$ cat config.mk
export PLATFORM = sky130hd
export DESIGN_NAME = env_vca_flat
export DESIGN_NICKNAME = d
export VERILOG_FILES = /design/src/rtl/env_vca_pkg.sv /design/src/rtl/env_vca_if.sv /design/src/rtl/vca_serial_mul.sv /design/src/rtl/env_vca.sv /design/src/flat_wrapper.sv
export SDC_FILE = /design/constraint.sdc
export NUM_CORES = 1
export LEC_CHECK = 0
export ABC_CLOCK_PERIOD_IN_PS = 3800
export CORE_MARGIN = 4
export CORE_UTILIZATION = 58
export DETAILED_ROUTE_END_ITERATION = 8
export PLACE_DENSITY = 0.8
export SLEW_MARGIN = 15
export SYNTH_ARGS = -nofsm -noshare
export SYNTH_HDL_FRONTEND = slang
export SYNTH_SLANG_ARGS = --single-unit
$ cat constraint.sdc
create_clock -name i_clk -period 3.8 [get_ports i_clk]
set_clock_uncertainty 0.05 [all_clocks]
set_input_delay 0.38 -clock i_clk [delete_from_list [all_inputs] [get_ports i_clk]]
set_output_delay 0.38 -clock i_clk [all_outputs]
set_load 0.05 [all_outputs]
$ cat src/rtl/env_vca_pkg.sv
// Shared synth constants and the VCA multiplier state encoding.
package synth_pkg;
  localparam int PCM_QUANT    = 16;
  localparam int ENV_DIV_LOG2 = 16;

  typedef enum logic [1:0] {
    ST_IDLE = 2'd0,
    ST_MUL  = 2'd1,
    ST_DONE = 2'd2
  } vca_state_t;
endpackage

$ cat src/rtl/env_vca_if.sv
// Envelope timebase and sample stream bundle between source, VCA and downstream.
interface env_vca_if
  import synth_pkg::*;
#(
  parameter int W = PCM_QUANT
);
  logic         note_on;
  logic         env_tick;
  logic         env_clr;
  logic [W-1:0] env_y;
  logic [W-1:0] smp_in;
  logic         smp_valid;
  logic         smp_ready;
  logic [W-1:0] out;
  logic         out_valid;

  modport master (
    output note_on, env_y, smp_in, smp_valid,
    input  env_tick, env_clr, smp_ready, out, out_valid
  );

  modport slave (
    input  note_on, env_y, smp_in, smp_valid,
    output env_tick, env_clr, smp_ready, out, out_valid
  );
endinterface

$ cat src/rtl/vca_serial_mul.sv
// Serial shift-add multiplier: signed sample x unsigned envelope, one env bit per cycle,
// returns the upper half of the 2W-bit product (arithmetic >> W, floor).
module vca_serial_mul
  import synth_pkg::*;
#(
  parameter int W = PCM_QUANT
) (
  input  logic         i_clk,
  input  logic         i_rst_n,
  input  logic         i_start,
  input  logic [W-1:0] i_smp,
  input  logic [W-1:0] i_env,
  output logic         o_busy,
  output logic         o_done,
  output logic [W-1:0] o_prod
);
  localparam int IW = (W > 1) ? $clog2(W) : 1;
  localparam logic [1:0]    S_IDLE = ST_IDLE;
  localparam logic [1:0]    S_MUL  = ST_MUL;
  localparam logic [1:0]    S_DONE = ST_DONE;
  localparam logic [IW-1:0] LAST   = IW'(W - 1);

  logic [1:0]     r_state;
  logic [IW-1:0]  r_idx;
  logic [2*W-1:0] r_mcand;
  logic [2*W-1:0] r_acc;
  logic [W-1:0]   r_mplier;
  logic [W-1:0]   r_prod;
  logic [2*W-1:0] w_acc_nxt;

  // Multiplicand walks left while the env snapshot walks right, so bit 0 is always the current one.
  assign w_acc_nxt = r_acc + (r_mplier[0] ? r_mcand : '0);

  always_ff @(posedge i_clk) begin
    if (!i_rst_n) begin
      r_state  <= S_IDLE;
      r_idx    <= '0;
      r_mcand  <= '0;
      r_acc    <= '0;
      r_mplier <= '0;
      r_prod   <= '0;
    end else begin
      case (r_state)
        S_IDLE: if (i_start) begin
          r_mcand  <= {{W{i_smp[W-1]}}, i_smp};
          r_mplier <= i_env;
          r_acc    <= '0;
          r_idx    <= '0;
          r_state  <= S_MUL;
        end
        S_MUL: begin
          r_acc    <= w_acc_nxt;
          r_mcand  <= r_mcand << 1;
          r_mplier <= r_mplier >> 1;
          r_idx    <= r_idx + 1'b1;
          if (r_idx == LAST) begin
            // Loaded here so the result is already visible in the DONE cycle.
            r_prod  <= w_acc_nxt[2*W-1:W];
            r_state <= S_DONE;
          end
        end
        S_DONE:  r_state <= S_IDLE;
        default: r_state <= S_IDLE;
      endcase
    end
  end

  assign o_busy = (r_state != S_IDLE);
  assign o_done = (r_state == S_DONE);
  assign o_prod = r_prod;
endmodule

$ cat src/rtl/env_vca.sv
// VCA stage: envelope prescaler/restart flag plus handshake glue around the serial multiplier.
module env_vca
  import synth_pkg::*;
#(
  parameter int W        = PCM_QUANT,
  parameter int DIV_LOG2 = ENV_DIV_LOG2
) (
  input  logic      i_clk,
  input  logic      i_rst_n,
  env_vca_if.slave  bus
);
  logic [DIV_LOG2-1:0] r_div;
  logic                r_pend;
  logic                r_ready;
  logic                w_tick;
  logic                w_start;
  logic                w_busy;
  logic                w_done;
  logic [W-1:0]        w_prod;

  assign w_tick  = &r_div;
  assign w_start = bus.smp_valid & r_ready;

  always_ff @(posedge i_clk) begin
    if (!i_rst_n) begin
      r_div   <= '0;
      r_pend  <= 1'b0;
      r_ready <= 1'b0;
    end else begin
      r_div   <= r_div + 1'b1;
      // A note_on landing on the consuming tick keeps the restart pending.
      r_pend  <= bus.note_on | (r_pend & ~w_tick);
      // Ready exactly when the multiplier will be idle next cycle.
      r_ready <= (~w_busy & ~w_start) | w_done;
    end
  end

  vca_serial_mul #(.W(W)) u_mul (
    .i_clk   (i_clk),
    .i_rst_n (i_rst_n),
    .i_start (w_start),
    .i_smp   (bus.smp_in),
    .i_env   (bus.env_y),
    .o_busy  (w_busy),
    .o_done  (w_done),
    .o_prod  (w_prod)
  );

  assign bus.env_tick  = w_tick;
  assign bus.env_clr   = r_pend;
  assign bus.smp_ready = r_ready;
  assign bus.out       = w_prod;
  assign bus.out_valid = w_done;
endmodule

$ cat src/flat_wrapper.sv
// flat-port wrapper written by rule: the top's interface ports become plain ports
module env_vca_flat import synth_pkg::*;
#(
  parameter int W        = PCM_QUANT,
  parameter int DIV_LOG2 = ENV_DIV_LOG2
)
  (i_clk, i_rst_n, bus_note_on, bus_env_y, bus_smp_in, bus_smp_valid, bus_env_tick, bus_env_clr, bus_smp_ready, bus_out, bus_out_valid);
  env_vca_if #(.W(W)) bus_i ();
  input  logic i_clk;
  input  logic i_rst_n;
  input wire logic [$bits(bus_i.note_on)-1:0] bus_note_on;
  input wire logic [$bits(bus_i.env_y)-1:0] bus_env_y;
  input wire logic [$bits(bus_i.smp_in)-1:0] bus_smp_in;
  input wire logic [$bits(bus_i.smp_valid)-1:0] bus_smp_valid;
  output wire logic [$bits(bus_i.env_tick)-1:0] bus_env_tick;
  output wire logic [$bits(bus_i.env_clr)-1:0] bus_env_clr;
  output wire logic [$bits(bus_i.smp_ready)-1:0] bus_smp_ready;
  output wire logic [$bits(bus_i.out)-1:0] bus_out;
  output wire logic [$bits(bus_i.out_valid)-1:0] bus_out_valid;
  assign bus_i.note_on = bus_note_on;
  assign bus_i.env_y = bus_env_y;
  assign bus_i.smp_in = bus_smp_in;
  assign bus_i.smp_valid = bus_smp_valid;
  assign bus_env_tick = bus_i.env_tick;
  assign bus_env_clr = bus_i.env_clr;
  assign bus_smp_ready = bus_i.smp_ready;
  assign bus_out = bus_i.out;
  assign bus_out_valid = bus_i.out_valid;
  env_vca #(.W(W), .DIV_LOG2(DIV_LOG2)) u_core (.i_clk(i_clk), .i_rst_n(i_rst_n), .bus(bus_i));
endmodule
**Word-level counts from Yosys, hierarchy flattened**

Cells that the tools add are included.

- Output and inout bits: 20
- Latch bits: 0
- Bits of input ports: 36
- Memory bits (read-only): 0
- Memories kept: 0
- Register bits after elaboration: 120
- Bits in writable memories: 0

- Div/mod/pow operators: 0
- Order comparisons: 0
- Reduce and logical (&&, ||, !) cells: 7
- Multiply operators: 0
- $add $sub $neg: 3
- Bitwise gates (word level): 8
- Equal/unequal tests: 5
- Shifts and indexed selects: 0
- Multiplexer cells: 12

Operators with widths:

| cell | count |
|---|---|
| case mux 32 bit (2 select lines) | 2 |
| 2-to-1 mux 32 bit | 3 |
| adder 32 bit | 1 |
| case mux 16 bit (2 select lines) | 1 |
| adder 16 x 1 -> 16 bit, second input constant | 1 |
| 2-to-1 mux 16 bit | 1 |
| AND reduction 16 bit | 1 |
| case mux 4 bit (2 select lines) | 1 |
| AND reduction 2 bit | 3 |
| adder 4 x 1 -> 4 bit, second input constant | 1 |
| equality test 4 bit, second input constant | 1 |
| 2-to-1 mux 2 bit | 2 |
| 2-to-1 mux 4 bit | 1 |
| case mux 2 bit (2 select lines) | 1 |
| nonzero test 2 bit | 2 |
| AND 1 bit | 3 |
| NOT 1 bit | 3 |
| equality test 2 x 1 -> 1 bit, second input constant | 1 |
| equality test 2 bit, second input constant | 1 |
| zero test 2 bit | 1 |
| != test 2 x 1 -> 1 bit, second input constant | 1 |
| != test 2 bit, second input constant | 1 |
| bitwise OR 1 bit | 2 |

**Longest topological paths before layout**

Gate-level depths: netlist of run 1.

- Depth in word-level cells: 4
- Mapped depth: 12
- Depth with buffers taken out: 10

**Hierarchy**

From an unflattened synthesis of run 1, not the netlist that was laid out.

- Cells, all modules: 758
- Area total of the unflattened synthesis: 6408.6 um2

By module, submodules not included:

| module | seq. area each (um2) | area each (um2) | cells an instance | instances |
|---|---|---|---|---|
| vca_serial_mul | 2042.0 | 5577.8 | 671 | 1 |
| env_vca | 360.3 | 830.8 | 87 | 1 |

**Worst setup path after synthesis of run 1**

Ideal clock, no wire load.

- Kind: register to register
- From: register u_core.u_mul.r_mplier[0]
- To: register u_core.u_mul.r_prod[12] (netlist: u_core.u_mul.o_prod[12])
- Path buffers: 1
- Setup slack: 1.070 ns
- Arrival time: 2.553 ns
- Period minus slack after synthesis: 2.730 ns
- Data required time: 3.623 ns
- Stages on the path, launching flop included: 12
- Setup time: 0.127 ns
- Path through: dfxtp_1 clkbuf_1 and2_1 ha_1 and2_4 a221o_2 a31oi_4 o21a_4 o2111ai_4 and4_4 o2111ai_1 nand3_1

- Cells in the longest elaborated chain, start to end: 2

RTL lines:

| element | line | text |
|---|---|---|
| start, declared | vca_serial_mul.sv:27 | `logic [W-1:0] r_mplier;` |
| start signal, assigned | vca_serial_mul.sv:46 | `r_mplier <= i_env;` |
| start signal, assigned | vca_serial_mul.sv:54 | `r_mplier <= r_mplier >> 1;` |
| 2-to-1 mux 32 bit | vca_serial_mul.sv:32 | `assign w_acc_nxt = r_acc + (r_mplier[0] ? r_mcand : '0);` |
| adder 32 bit | vca_serial_mul.sv:32 |  |
| end signal, assigned | vca_serial_mul.sv:58 | `r_prod <= w_acc_nxt[2*W-1:W];` |
| end, declared | vca_serial_mul.sv:28 | `logic [W-1:0] r_prod;` |

Every way passes these cells.
A chain may end at the register's enable or synchronous reset.

**Final worst setup path of run 1**

- From: register u_core.u_mul.r_mplier[0]
- To: register u_core.u_mul.r_prod[2] (netlist: u_core.u_mul.o_prod[2])

Same word-level chain as after synthesis.

==> results of run 1 <==
==> report_power, final <==
group          total [uW]  switching (uW)  internal (uW)
registers            1350            39.5           1310
clock network        1760             589           1170
logic                 271             160            111
total                3380             789           2590
==> cell usage in the layout (no fill, tap or decap), types with 5 or more instances in the layout <==
cell,n
and2_1,34
nor2_1,88
a22o_1,7
clkbuf_16,17
ha_1,33
nand3_1,36
clkdlybuf4s50_1,55
a22oi_1,22
buf_4,8
nor3_1,5
mux2i_1,15
o221ai_1,14
o21ai_0,29
nand2_1,63
a21o_1,11
xor2_1,22
clkinvlp_4,5
a21oi_1,74
dfxtp_1,120
inv_1,8
xnor2_1,19
o21ai_1,11
a211oi_1,18
nand4_1,12
and3_1,9
==> worst min-delay path, cell delays in order, from the launching register on <==
cell,delay [ps]
dfxtp_1,310
nand2_1,50
o21ai_1,50
==> through the flow <==
| stage | instance area [um^2] | util |
|---|---|---|
| after CTS | 7770 | 0.711 |
| after global routing | 7770 | 0.711 |
| after global placement | 7120 | 0.651 |
| after floorplan | 6520 | - |
| final | 7770 | 0.711 |
| after detailed placement | 7120 | 0.651 |
==> registers in the layout, summed over array words and instances (netlist names) <==
signal / cells
u_core.bus.smp_ready: 1
u_core.u_mul.r_mcand: 32
u_core.r_div: 16
u_core.u_mul.r_state: 2
u_core.u_mul.o_prod: 16
u_core.u_mul.r_acc: 32
u_core.bus.env_clr: 1
u_core.u_mul.r_idx: 4
u_core.u_mul.r_mplier: 16
==> cell families after synthesis <==
| kind of cell | after synthesis | share of synthesized area |
|---|---|---|
| xor gates and xnor gates | 41 | 0.0551 |
| AOI/OAI and AO/OA | 227 | 0.253 |
| DFF | 120 | 0.369 |
| muxes | 15 | 0.0230 |
| buffers and inverters | 56 | 0.0336 |
| adders and majority gates | 34 | 0.0664 |
| and+or+nand+nor | 273 | 0.200 |
==> cell type report <==
| class | instances | area (um^2) | share of cell area |
|---|---|---|---|
| Multi-Input combinational cell | 590 | 3900 | 0.502 |
| Tap cell | 140 | 175 | 0.0225 |
| Inverter | 9 | 33.8 | 0.00435 |
| Clock inverter | 10 | 166 | 0.0214 |
| Clock buffer | 22 | 484 | 0.0623 |
| Timing Repair Buffer | 63 | 611 | 0.0786 |
| Sequential cell | 120 | 2400 | 0.309 |
==> final timing paths <==
| kind | start | endpoint | slack [ps] |
|---|---|---|---|
| max | u_core.u_mul.r_mplier[0] | u_core.u_mul.o_prod[2] | 670 |
| min | u_core.u_mul.r_acc[27] | u_core.u_mul.r_acc[27] | 400 |
| max reg2reg | u_core.u_mul.r_mplier[0] | u_core.u_mul.o_prod[2] | 670 |
| min reg2reg | u_core.u_mul.r_acc[27] | u_core.u_mul.r_acc[27] | 400 |
==> layer usage <==
layer | share of wire | GRT usage
met1 | 0.45 | 0.347
met4 | 0.024 | 0.116
met3 | 0.064 | 0.0663
met2 | 0.47 | 0.437
met5 | 0 | 0
==> impl_results.md, run 1 <==
- Minimum clock period: 3130 ps
- First-pass GRT wire length: about 28 mm
- Share of layout cells above drive strength 1: 0.0872
- Pwr dens: 435 mW/mm^2
- Drt wl/cell: 17.6 um
- Vias in the first global route: between 5000 and 6000
- Pin count of the biggest net entering global routing: 56
- Hold Crit Depth: 2
- TritonCTS clock tree: built
- EDFF count, synth: 0
- Antenna diode count: 0
- Initial Util: 0.596
- Max VDD drop: ~0.00038 V
- PostCTS Resize Cnt: 0
- Top cells by area, synth: dfxtp_1 37%, ha_1 6.3%, a21oi_1 5.7%, nor2_1 5.1%, nand2_1 3.6%
- Ys async rst share: 0
- Via/cell ratio: 6.12
- CP Data Required Time: 4050 ps
- Most frequent CP cell: o21ai_0
- Warnings from Yosys: 0
- Clk sink count: between 100 and 150
- Syn Std Cell Area: approximately 0.0065 mm^2
- Slowest-stage cell, CP: dfxtp_1
- All-Layer GR Usage: 0.271
- CP Class: flop to flop
- Max stage delay on crit path: roughly 480 ps
- Post-DP HPWL: between 10 and 15 mm
- Crit path buf inv count: 1
- Synth top area share: 0.369
- Core area: 0.0109 mm^2
- Fin. Hold Viols: 0
- FMAX: 319 MHz
- Die Y: 114 um
- Die Area: ~0.013 mm^2
- CTS root buffer: clkbuf_16
- Top-count cell post-synth: dfxtp_1
- PnR worst setup slack: between 600 and 700 ps
- Detailed Routing Iterations Pass 1: 5
- Synth unique cells: 69
- Static Leakage: between 0.003 and 0.004 uW
- Drt initial violations: 360
- Ys flop type: dfxtp_1
- Clk buf depth: 2
- Dpl ws: between 600 and 700 ps
- Global placement routability congestion: between 0.9 and 1
- Maximum fanout along the worst path: 23
- Max-slew violations: 0
- Max-cap violations: 0
- Reg2reg path depth: 10
- Hold_buf cts: 0
- Crit start category: flop
- Slew Limit Headroom: 0.310
- Worst-path clk slew: approximately 60 ps
- Num CTS Buffers: 17
- Buffers on Ports: 55
- Rows: 38
- Cell family with most CP delay: compound AO/OA/AOI/OAI gates
- Finished Layout Cells: roughly 950
- GRT overflow: 0
- Inst Count DP: between 900 and 1000
- Gate Count Post-Synth: 766
- Sequential share of the synthesized area: 0.369
- Post-Route WL: around 17 mm
- Syn Nets: ~840
- WHS: 403 ps
- Tot Pwr: 3380 uW
- Synth area leader: dfxtp_1
- Status: completed
- Setup TNS Final: 0 ps
- Register bit total from synthesis: 120
- Initial antenna violation count: 0
- Tcrit/Tclk final: 0.824
- Worst-path cell chain: buf_4 > and2_1 > ha_1 > and2_4 > a221o_2 > a31oi_4 > o21ai_0 > a31oi_1 > xor2_1 > o21ai_0
- Die X: roughly 110 um
- Area Growth Syn to Fin: 19.3%
- Crit path DAT: approximately 3400 ps
- Least-Margin Pin Slew: between 1000 and 1500 ps
- Postcts setup bufs: 0
- Worst Hold Class: flop to flop
- Post-DRT Antenna Nets: 0
- Final #Nets: 871
- Number of fill cells in the layout: between 800 and 900
- Clk_lat worst skew: approximately 430 ps
- I/O pins: 56
- Drt drc: 0
- RSZ-0062 raised after global routing: no
- Commonest cells in the netlist: 120 x dfxtp_1, 88 x nor2_1, 74 x a21oi_1
- Vias: approximately 5800
- Clock H-tree levels: 4
- Syn avg cell area: about 8.5 um^2
- CP endpoint kind: flop
- # setup viols final: 0
- Crit path depth: 10
(Power assumes the default switching activity.)
==> run 2: changes to the inputs <==
Settings changed: ABC_CLOCK_PERIOD_IN_PS 3800 to 2900.
Clock period 3.8 ns to 2.9 ns, I/O delays scaled along.
==> run 2 against run 1 <==
  * Fmax increased by 11%
  * Register-to-register slack lost 590 ps
  * Critical path depth is the same
  * Non-clock buffer count up 37
  * Total power is 27% higher
  * Clock power is 22% higher
  * Clock-buffer cell count grew 2
  * Worst hold slack improved by 8.0 ps
  * Worst setup slack lost 590 ps
  * Sequential cell count did not move
  * Via count is 3.3% higher
  * Largest power group unchanged
==> impl_results.md, run 2 (synthesized netlist as in run 1, its figures left out) <==
- Die Area: around 0.013 mm^2
- Global placement routability congestion: about 0.9
- Clock H-tree levels: 4
- Drt drc: 0
- Via/cell ratio: ~6.1
- Static Leakage: 0.00336 uW
- Tcrit/Tclk final: 0.972
- I/O pins: 56
- Pin count of the biggest net entering global routing: slightly below 60
- Crit start category: flop
- # setup viols final: 0
- M1 GR Usage: 0.365
- Antenna diode count: 0
- Pwr dens: around 530 mW/mm^2
- Setup TNS Final: 0 ps
- CP Class: flop to flop
- Drt wl/cell: around 17 um
- Area Growth Syn to Fin: 23.7%
- CTS root buffer: clkbuf_16
- FMAX: between 300 and 400 MHz
- Register area: 0.00241 mm^2
- Fin. Hold Viols: 0
- GRT met3 Usage: 0.0594
- Largest registers: u_core.u_mul.r_acc (32), u_core.u_mul.r_mcand (32)
- CP Data Required Time: about 3100 ps
- Dpl ws: -75.5 ps
- Global Route met2 Usage: 0.445
- First-pass GRT wire length: 29.0 mm
- Postcts setup bufs: 0
- Share of layout cells above drive strength 1: 0.134
- Buffers on Ports: 55
- Worst-path clk slew: around 50 ps
- All-Layer GR Usage: 0.277
- TritonCTS clock tree: built
- Clk_lat worst skew: approximately 420 ps
- Post-DP HPWL: between 10 and 15 mm
- Initial Util: 0.596
- Die X: ~110 um
- PnR worst setup slack: between 80 and 90 ps
- CP endpoint kind: flop
- Die Y: approximately 110 um
- Core area: around 0.011 mm^2
- Hold_buf cts: 0
- Post-DRT Antenna Nets: 0
- Detailed Routing Iterations Pass 1: 5
- Status: completed
- Minimum clock period: roughly 2800 ps
- Most common cell after layout, fill and taps aside: dfxtp_1
- Max-slew violations: 0
- Number of fill cells in the layout: approximately 850
- Final #Nets: roughly 910
- Slew Limit Headroom: 0.449
- Clk sink count: 120
- Vias: 6026
- Clk buf depth: 2
- Crit path DAT: around 3000 ps
- Vias in the first global route: ~6000
- Num CTS Buffers: 17
- Maximum fanout along the worst path: 17
- Worst Hold Class: flop to flop
- Rows: 38
- GRT overflow: 0
- Drt initial violations: between 400 and 500
- Grt peak-use layer: met2
- Max VDD drop: 0.000475 V
- Multi-input gate area: ~0.0040 mm^2
- Least-Margin Pin Slew: between 800 and 900 ps
- Max-cap violations: 0
- Commonest cells after routing, fill and taps aside: 119 x dfxtp_1, 87 x nor2_1, 72 x a21oi_1
- Post-Route WL: 17.2 mm
- Initial antenna violation count: 0
-- run 2: final timing paths --
check	start	to	slack, ps	cells past startpoint
max	u_core.u_mul.r_mplier[0]	u_core.u_mul.o_prod[12]	80	10
max reg2reg	u_core.u_mul.r_mplier[0]	u_core.u_mul.o_prod[12]	80	10
min reg2reg	u_core.r_div[0]	u_core.r_div[0]	410	1
min	u_core.r_div[0]	u_core.r_div[0]	410	1
-- run 2: layer usage --
| metal | vias up | routed length [um] |
|---|---|---|
| met5 | - | 0 |
| met4 | 0 | 336 |
| met3 | 30 | 1060 |
| met2 | 175 | 8140 |
| met1 | 2903 | 7660 |
| li1 | 2918 | - |
-- run 2: final cells by class --
type | instances | share of cell area
Inverter | 9 | 0.00419
Clock inverter | 8 | 0.0147
Sequential cell | 120 | 0.299
Multi-Input combinational cell | 590 | 0.491
Timing Repair Buffer | 100 | 0.110
Clock buffer | 24 | 0.0598
Tap cell | 140 | 0.0217
-- run 2: stage by stage --
step | power [uW] | utilization | instances | area [um^2] | hold slack (ps)
global placement | 2160 | 0.677 | 959 | 7400 | 393
finish | 4280 | 0.737 | 991 | 8060 | 411
global route | 4440 | 0.737 | 991 | 8060 | 436
floorplan | 2030 | - | 766 | 6520 | 357
detailed placement | 2170 | 0.677 | 959 | 7400 | 406
CTS | 4300 | 0.732 | 991 | 8000 | 416
-- run 2: worst max-delay path, cell delays in order, from the launching register on --
cell       delay, ps
dfxtp_4          400
and2_1           170
ha_1             240
fa_1             430
a21o_1           210
a31oi_4          280
o21a_4           220
o2111ai_4        170
and4_4           240
o2111ai_1        180
nand3_1           90
-- run 2: report_power, final --
group,switching (uW),total (uW),internal [uW]
Clock,725,2140,1410
Sequential,57.0,1780,1720
Combinational,212,368,155
-- run 2: what timing repair did --
action / 4_1_cts / 5_1_grt
pin swaps: 0 / 2
resized for setup: 2 / 12
endpoints found under the setup margin: 19 / 20
hold endpoints to repair: 0 / 0
==> run 3: changes to the inputs <==
Settings changed: CORE_ASPECT_RATIO set to 0.8.
==> run 3 against run 2 <==
  * Core utilization down 0.29 points
  * Fmax increased by 1.5%
  * Highest routed layer is now met5
  * Clock-buffer cell count shrank 6
  * Combinational power grew 3%
  * Wire length up 0.33%
  * Global-route usage down 0.97 points
  * Critical path depth grew 1
  * Worst setup slack gained 41 ps
==> impl_results.md, run 3 (synthesized netlist as in run 1, its figures left out) <==
- Status: completed
- Die Y: ~100 um
- Post-DP HPWL: about 12 mm
- Global placement routability congestion: approximately 0.99
- Clk sink count: between 100 and 150
- Drt drc: 0
- Grt peak-use layer: met2
- Max VDD drop: approximately 0.00044 V
- Initial Util: 0.596
- Cell family with most CP delay: compound AO/OA/AOI/OAI gates
- # setup viols final: 0
- Setup TNS Final: 0 ps
- Clk_lat worst skew: 410 ps
- Seq pwr share: 0.418
- CP Data Required Time: around 3200 ps
- WHS: 404 ps
- Initial antenna violation count: 1
- Crit path DAT: 3030 ps
- Clk buf depth: 2
- Worst-path cell chain: buf_12 > and2_1 > ha_1 > a211oi_4 > o21bai_2 > a311oi_2 > a211o_2 > nand2_4 > o31ai_4 > xnor2_1 > o211a_1
- Vias: 5997
- Drt initial violations: roughly 400
- Number of fill cells in the layout: 820
- CP Class: flop to flop
- Switching power total: about 1100 uW
- Area Growth Syn to Fin: 23.2%
- Clk pwr share: 0.493
- Fin. Hold Viols: 0
- Worst Hold Class: flop to flop
- Antenna diode count: 0
- Die X: roughly 130 um
- Switch share: 0.251
- Largest registers: u_core.u_mul.r_acc (32), u_core.u_mul.r_mcand (32)
- Pin count of the biggest net entering global routing: between 40 and 50
- All-Layer GR Usage: 0.267
- P_int: 3170 uW
- Vias in the first global route: 5691
- Clock H-tree levels: 4
- Least-Margin Pin Slew: ~760 ps
- CTS root buffer: clkbuf_16
- Drt wl/cell: about 18 um
- Post-Route WL: ~17 mm
- Final #Nets: 900
- Commonest cells after routing, fill and taps aside: 120 x dfxtp_1, 87 x nor2_1, 71 x a21oi_1
- GRT met3 Usage: 0.0590
- Static Leakage: 0.00328 uW
- RSZ-0062 raised after global routing: no
- Maximum fanout along the worst path: 18
- Tcrit/Tclk final: 0.958
- Max-slew violations: 0
- Minimum clock period: approximately 2800 ps
- Global Route met2 Usage: 0.422
- First-pass GRT wire length: 28.1 mm
- Comb power frac: 0.090
- Core area: about 0.011 mm^2
- Crit start category: flop
- Buffers on Ports: 55
- Detailed Routing Iterations Pass 1: 6
- Max-cap violations: 0
- Layout Utilization: 0.734
- Share of layout cells above drive strength 1: 0.134
- I/O pins: 56
- Post-DRT Antenna Nets: 0
- Hold_buf cts: 0
- CP endpoint kind: flop
- TritonCTS clock tree: built
- Most common cell after layout, fill and taps aside: dfxtp_1
- Worst-path clk slew: 60 ps
- Num CTS Buffers: 17
- Die Area: 0.0130 mm^2
- FMAX: ~360 MHz
- Crit path buf inv count: 1
- M1 GR Usage: 0.373
- Slew Limit Headroom: 0.491
- GRT overflow: 0
- Rows: 34
- Pwr dens: approximately 530 mW/mm^2
- Via/cell ratio: 6.08
- Slowest-stage cell, CP: dfxtp_1
- Max stage delay on crit path: ~400 ps
==> run 3: final timing paths <==
check	start	endpoint	slack (ps)	depth (start not counted)
max	u_core.u_mul.r_mplier[0]	u_core.u_mul.o_prod[13]	120	11
min	u_core.u_mul.o_prod[6]	u_core.u_mul.o_prod[6]	400	2
max reg2reg	u_core.u_mul.r_mplier[0]	u_core.u_mul.o_prod[13]	120	11
min reg2reg	u_core.u_mul.o_prod[6]	u_core.u_mul.o_prod[6]	400	2
==> run 3: power by group through the flow <==
stage / Clock (uW) / Combinational, uW / Sequential (uW)
6_report: 2090 / 380 / 1770
5_1_grt: 2190 / 418 / 1780
4_1_cts: 2110 / 376 / 1770
3_5_place_dp: 0 / 374 / 1800
3_3_place_gp: 0 / 362 / 1800
2_1_floorplan: 0 / 233 / 1800
==> run 3: routing by layer <==
layer,vias up,part of all wire
li1,2904,-
met4,2,0.015
met1,2838,0.47
met3,36,0.071
met5,-,0.00052
met2,217,0.44
==> run 3: metrics by stage <==
stage / std cells / total power, uW / instance area [um^2] / setup WS (ps)
2_1_floorplan: 766 / 2030 / 6520 / 170
3_3_place_gp: 951 / 2160 / 7330 / 21.2
3_5_place_dp: 951 / 2180 / 7330 / -35.2
4_1_cts: 982 / 4250 / 7920 / 14.3
5_1_grt: 986 / 4390 / 8030 / 5.64
6_report: 986 / 4240 / 8030 / 123
==> run 3: area by class of cell <==
cell class / count / area (um^2) / share of cell area
Clock inverter: 13 / 146 / 0.0182
Clock buffer: 18 / 439 / 0.0547
Multi-Input combinational cell: 590 / 3980 / 0.496
Sequential cell: 120 / 2400 / 0.299
Tap cell: 144 / 180 / 0.0225
Inverter: 9 / 33.8 / 0.00421
Timing Repair Buffer: 92 / 845 / 0.105
==> run 3: timing repair <==
item,4_1_cts,5_1_grt
setup buffers,0,4
resized for setup,3,16
endpoints found under the setup margin,3,21
pin swaps,0,9
==> run 3: worst register-to-register path, cell delays in order, from the launching register on <==
cell and delay, ps:
dfxtp_1 400, buf_12 170, and2_1 200, ha_1 290, a211oi_4 270, o21bai_2 110
a311oi_2 340, a211o_2 240, nand2_4 80, o31ai_4 210, xnor2_1 120, o211a_1 210
